==> config.mk <==
export PLATFORM = sky130hd
export DESIGN_NAME = cdb_arbiter
export DESIGN_NICKNAME = d
export VERILOG_FILES = /design/src/rtl/cdb_arbiter.sv
export SDC_FILE = /design/constraint.sdc
export NUM_CORES = 1
export LEC_CHECK = 0
export BUFFER_PORTS_ARGS = -buffer_cell sky130_fd_sc_hd__buf_2
export CORE_MARGIN = 5
export CORE_UTILIZATION = 40
export DETAILED_ROUTE_END_ITERATION = 6
export SLEW_MARGIN = 20
export SYNTH_ARGS = -nofsm -noshare
export SYNTH_HDL_FRONTEND = slang
export SYNTH_SLANG_ARGS = --single-unit
export TNS_END_PERCENT = 50
==> constraint.sdc <==
create_clock -name clock -period 16.5 [get_ports clock]
set_clock_uncertainty 0.15 [all_clocks]
set_input_delay 1.65 -clock clock [delete_from_list [all_inputs] [get_ports clock]]
set_output_delay 1.65 -clock clock [all_outputs]
set_load 0.005 [all_outputs]
==> src/rtl/cdb_arbiter.sv <==
// cdb_arbiter: two-slot round-robin common data bus arbiter with registered grants.
// Optional starvation guard enabled by defining CDB_ARB_STARVATION_GUARD_EN.
module cdb_arbiter #(
    parameter int REQUESTERS   = 5,
    parameter int BUSES        = 2,
    parameter int STARVE_LIMIT = 8
) (
    input  logic                                          clock,
    input  logic                                          reset,
    input  logic                                          flush,
    input  logic [REQUESTERS-1:0]                         req,
    output logic [REQUESTERS-1:0]                         grant,
    output logic [REQUESTERS-1:0]                         grant_bus,
    output logic [BUSES-1:0]                              bus_valid,
    output logic [BUSES-1:0][$clog2(REQUESTERS)-1:0]      bus_owner
);
    localparam int W = $clog2(REQUESTERS);

    if (BUSES != 2 || REQUESTERS < 2 || STARVE_LIMIT < 1) begin : g_bad_cfg
        $error("cdb_arbiter: unsupported parameter set");
    end

    logic [W-1:0]            ptr, ptr_nxt, own0, own1, idx, last;
    logic                    v0, v1;
    logic [REQUESTERS-1:0]   gnt_n, gbus_n, starved;

`ifdef CDB_ARB_STARVATION_GUARD_EN
    localparam int CW = $clog2(STARVE_LIMIT + 1);
    logic [REQUESTERS-1:0][CW-1:0] cnt;

    always_comb begin
        starved = '0;
        for (int i = 0; i < REQUESTERS; i++)
            starved[i] = cnt[i] == CW'(STARVE_LIMIT);
    end

    always_ff @(posedge clock) begin
        if (reset || flush)
            cnt <= '0;
        else
            for (int i = 0; i < REQUESTERS; i++)
                if (gnt_n[i])
                    cnt[i] <= '0;
                else if (req[i] && !starved[i])
                    cnt[i] <= cnt[i] + 1'b1;
    end
`else
    assign starved = '0;
`endif

    // A starved unit (lowest index) claims bus 0; round-robin fills the remaining slots.
    always_comb begin
        v0 = 1'b0;
        v1 = 1'b0;
        own0 = '0;
        own1 = '0;
        idx = '0;
        gnt_n = '0;
        gbus_n = '0;
        for (int i = 0; i < REQUESTERS; i++)
            if (req[i] && starved[i] && !v0) begin
                v0 = 1'b1;
                own0 = W'(i);
            end
        for (int k = 0; k < REQUESTERS; k++) begin
            idx = W'((int'(ptr) + k) % REQUESTERS);
            if (req[idx] && !v1 && !(v0 && own0 == idx)) begin
                if (!v0) begin
                    v0 = 1'b1;
                    own0 = idx;
                end else begin
                    v1 = 1'b1;
                    own1 = idx;
                end
            end
        end
        if (v0) gnt_n[own0] = 1'b1;
        if (v1) begin
            gnt_n[own1] = 1'b1;
            gbus_n[own1] = 1'b1;
        end
        last = v1 ? own1 : own0;
        ptr_nxt = !v0 ? ptr : (last == W'(REQUESTERS - 1)) ? '0 : last + 1'b1;
    end

    always_ff @(posedge clock) begin
        if (reset || flush) begin
            grant <= '0;
            grant_bus <= '0;
            bus_valid <= '0;
            bus_owner <= '0;
        end else begin
            grant <= gnt_n;
            grant_bus <= gbus_n;
            bus_valid <= {v1, v0};
            bus_owner[0] <= own0;
            bus_owner[1] <= own1;
        end
        if (reset)
            ptr <= '0;
        else if (!flush)
            ptr <= ptr_nxt;
    end
endmodule

==> impl_metrics.json <==
{
  "status": "completed",
  "syn_inst": 375,
  "tns_ps": 0,
  "synthArstFlopShare_pct": 0,
  "synth_area_um2": 2912,
  "rsz0062_at_grt": "false",
  "ios": 26,
  "synth_fp_nets": 402,
  "slew_headroom_pct": 37.68,
  "ys_warn_count": 0,
  "drc": 0,
  "antenna_found_initial": 0,
  "htree_levels": 1,
  "die_x_um": 95.32,
  "cts_buffers": 3,
  "clk_latency_ps": 250,
  "synth-edff-count": 0,
  "synth_top_area_cell": "dfxtp_1",
  "coreArea_um2": 7176,
  "netlist.area_leader.share_pct": 14.44,
  "cp.depth": 22,
  "area_delta_synth_final_pct": 8.251,
  "antenna_cells": 0,
  "maxCapViolCount": 0,
  "ys_ff_latch": 21,
  "start_util_pct": 40.58,
  "firstDrtPassIters": 4,
  "crit_required_ps": 16510,
  "start_kind": "register",
  "cts_tree": "yes",
  "first_global_vias": 2641,
  "period_minus_slack_ps": 7103,
  "via_per_inst": 6.008,
  "synthFlopType": "dfxtp_1",
  "ys_seq_area_share_pct": 14.44,
  "r2r_slack_ps": 9400,
  "worst_slew_pin_slew_ps": 928.2,
  "clk_path_buf_depth": 2,
  "wl_mm": 8.117,
  "final_max_slew_viol_count": 0,
  "ctsHoldBuffers": 0,
  "hp-class": "reg2reg",
  "setup_viol": 0,
  "die_h_um": 95.32,
  "synth_common_cells": "nand2_1 (27), nor2_1 (23), dfxtp_1 (21), o21ai_0 (21), ha_1 (19)",
  "crit_start": "ptr[0]",
  "wl_per_cell_um": 16.60,
  "rows": 31,
  "post_cts_resize_count": 0,
  "max_freq_mhz": 140.8,
  "final_nets": 418,
  "path_clk_slew_ps": 70,
  "grt_pass1_wl_mm": 13.22,
  "num_vias": 2938,
  "hpwl_mm": 6.359,
  "r2r-start": "ptr[0]",
  "ant_nets": 0,
  "post_cts_buffers": 0,
  "drive_above_1_share_pct": 17.18,
  "drt_iter0_markers": 163,
  "overflow": 0,
  "cp_top_family": "compound AO/OA/AOI/OAI gates",
  "fin_crit_sh_pct": 43.05,
  "r2r_end": "ptr[2]",
  "dieArea_um2": 9085,
  "root_buffer": "clkbuf_8",
  "synth_area_per_cell_um2": 7.764,
  "cp_max_fo": 29,
  "cp-endpoint": "ptr[2]",
  "path_cells": "buf_4, inv_1, ha_1, clkinv_1, ha_1, inv_1, ha_1, a211oi_4, a31oi_1, or2_1, a21o_1, a21oi_4, mux2_1, a2111o_1, a311oi_1, a221o_1, a31oi_2, mux2_2, ha_1, nor2_1, o21ai_0, a311oi_1",
  "finalHoldViolCount": 0,
  "ys_types": 88,
  "synth_area_leaders": "dfxtp_1 (14%), ha_1 (8.2%), xnor2_1 (4.2%)",
  "crit_buf_inv": 4,
  "critPathKind": "reg2reg",
  "cts_sinks": 21,
  "critPathMaxStageDelay_ps": 960,
  "numPortBuffers": 25,
  "cp.arrival_ps": 7110,
  "cp_slowest_cell": "ha_1",
  "grt_use_total_pct": 18.16,
  "grt_start_max_net_pins": 30,
  "end_kind": "register",
  "synth.most_common_cell": "nand2_1",
  "crit_top_cell": "ha_1",
  "rr_worst_depth": 22,
  "gp_routability_congestion": 0.8724
}
[cell usage in the layout (no fill, tap or decap), drive strengths merged, types with 3 or more instances in the layout]
cell type   n
nand2      29
buf        26
nor2       25
o21ai      23
dfxtp      21
a21oi      20
ha         19
inv        19
nor3       18
xnor2      15
mux2i      12
nand3      12
nand2b      9
a31oi       9
nor2b       8
a211oi      8
a21o        7
o32ai       6
o31ai       6
or3         6
nand3b      5
and2        5
nand4       4
o31a        4
o22ai       4
a311oi      4
mux2        4
o21a        3
a211o       3
or4         3
clkbuf      3
a31o        3
o211ai      3
or2         3
[state kept, by name, summed over array words and instances (netlist names)]
register   count
bus_owner      6
bus_valid      2
grant          5
grant_bus      5
ptr            3
[worst min-delay path by stage]
stage | startpoint | endpoint | slack, ps | cells past startpoint
final | ptr[2] | ptr[2] | 670 | 2
after global routing | ptr[1] | ptr[1] | 740 | 2
after detailed placement | ptr[1] | ptr[1] | 660 | 2
after CTS | ptr[1] | ptr[1] | 670 | 2
after floorplan | ptr[1] | ptr[1] | 570 | 3
after global placement | ptr[1] | ptr[1] | 630 | 2
[cell families after synthesis]
logic type | after synthesis | share of synthesized area (%)
buffers and inverters | 35 | 4.727
AOI/OAI and AO/OA | 129 | 34.68
adders and majority gates | 19 | 8.165
xor gates and xnor gates | 15 | 4.770
muxes | 18 | 7.220
and+or+nand+nor | 138 | 26.00
DFF | 21 | 14.44
[per-stage QoR]
stage | cells | hold WS (ps) | setup slack, ps | util (%) | instance area [um^2]
2_1_floorplan | 375 | 574.0 | 10620 | - | 2912
3_3_place_gp | 485 | 625.7 | 9623 | 43.28 | 3105
3_5_place_dp | 485 | 659.6 | 9511 | 43.28 | 3105
4_1_cts | 489 | 670.4 | 9458 | 43.92 | 3152
5_1_grt | 489 | 736.1 | 8839 | 43.92 | 3152
6_report | 489 | 674.2 | 9397 | 43.92 | 3152
[metal layers]
metal | global-route usage [%] | share of wire, % | vias to the layer above
li1 | - | - | 1473
met1 | 24.75 | 46 | 1379
met4 | 5.288 | 1.2 | 0
met2 | 30.32 | 48 | 78
met3 | 1.657 | 5.0 | 8
met5 | 0 | 0 | -
[worst register-to-register path, cell delays in order, from the launching register on]
cell and delay [ps]:
dfxtp_1 310, buf_4 300, inv_1 380, ha_1 960
clkinv_1 450, ha_1 300, inv_1 50, ha_1 250
a211oi_4 290, a31oi_1 160, or2_1 340, a21o_1 220
a21oi_4 340, mux2_1 370, a2111o_1 380, a311oi_1 350
a221o_1 260, a31oi_2 90, mux2_2 380, ha_1 210
nor2_1 90, o21ai_0 80, a311oi_1 290
[final cells by class]
type	count	area, um^2
sequential	21	420.4
tap	99	123.9
inverter	20	75.07
fill	734	4024
clock buffer	3	41.29
clock inverter	1	5.005
timing repair buffer	26	132.6
multi-input combinational	319	2354
Power is not shown: default switching activity piles up to over one toggle a cycle in this logic, so the estimate is an artifact.
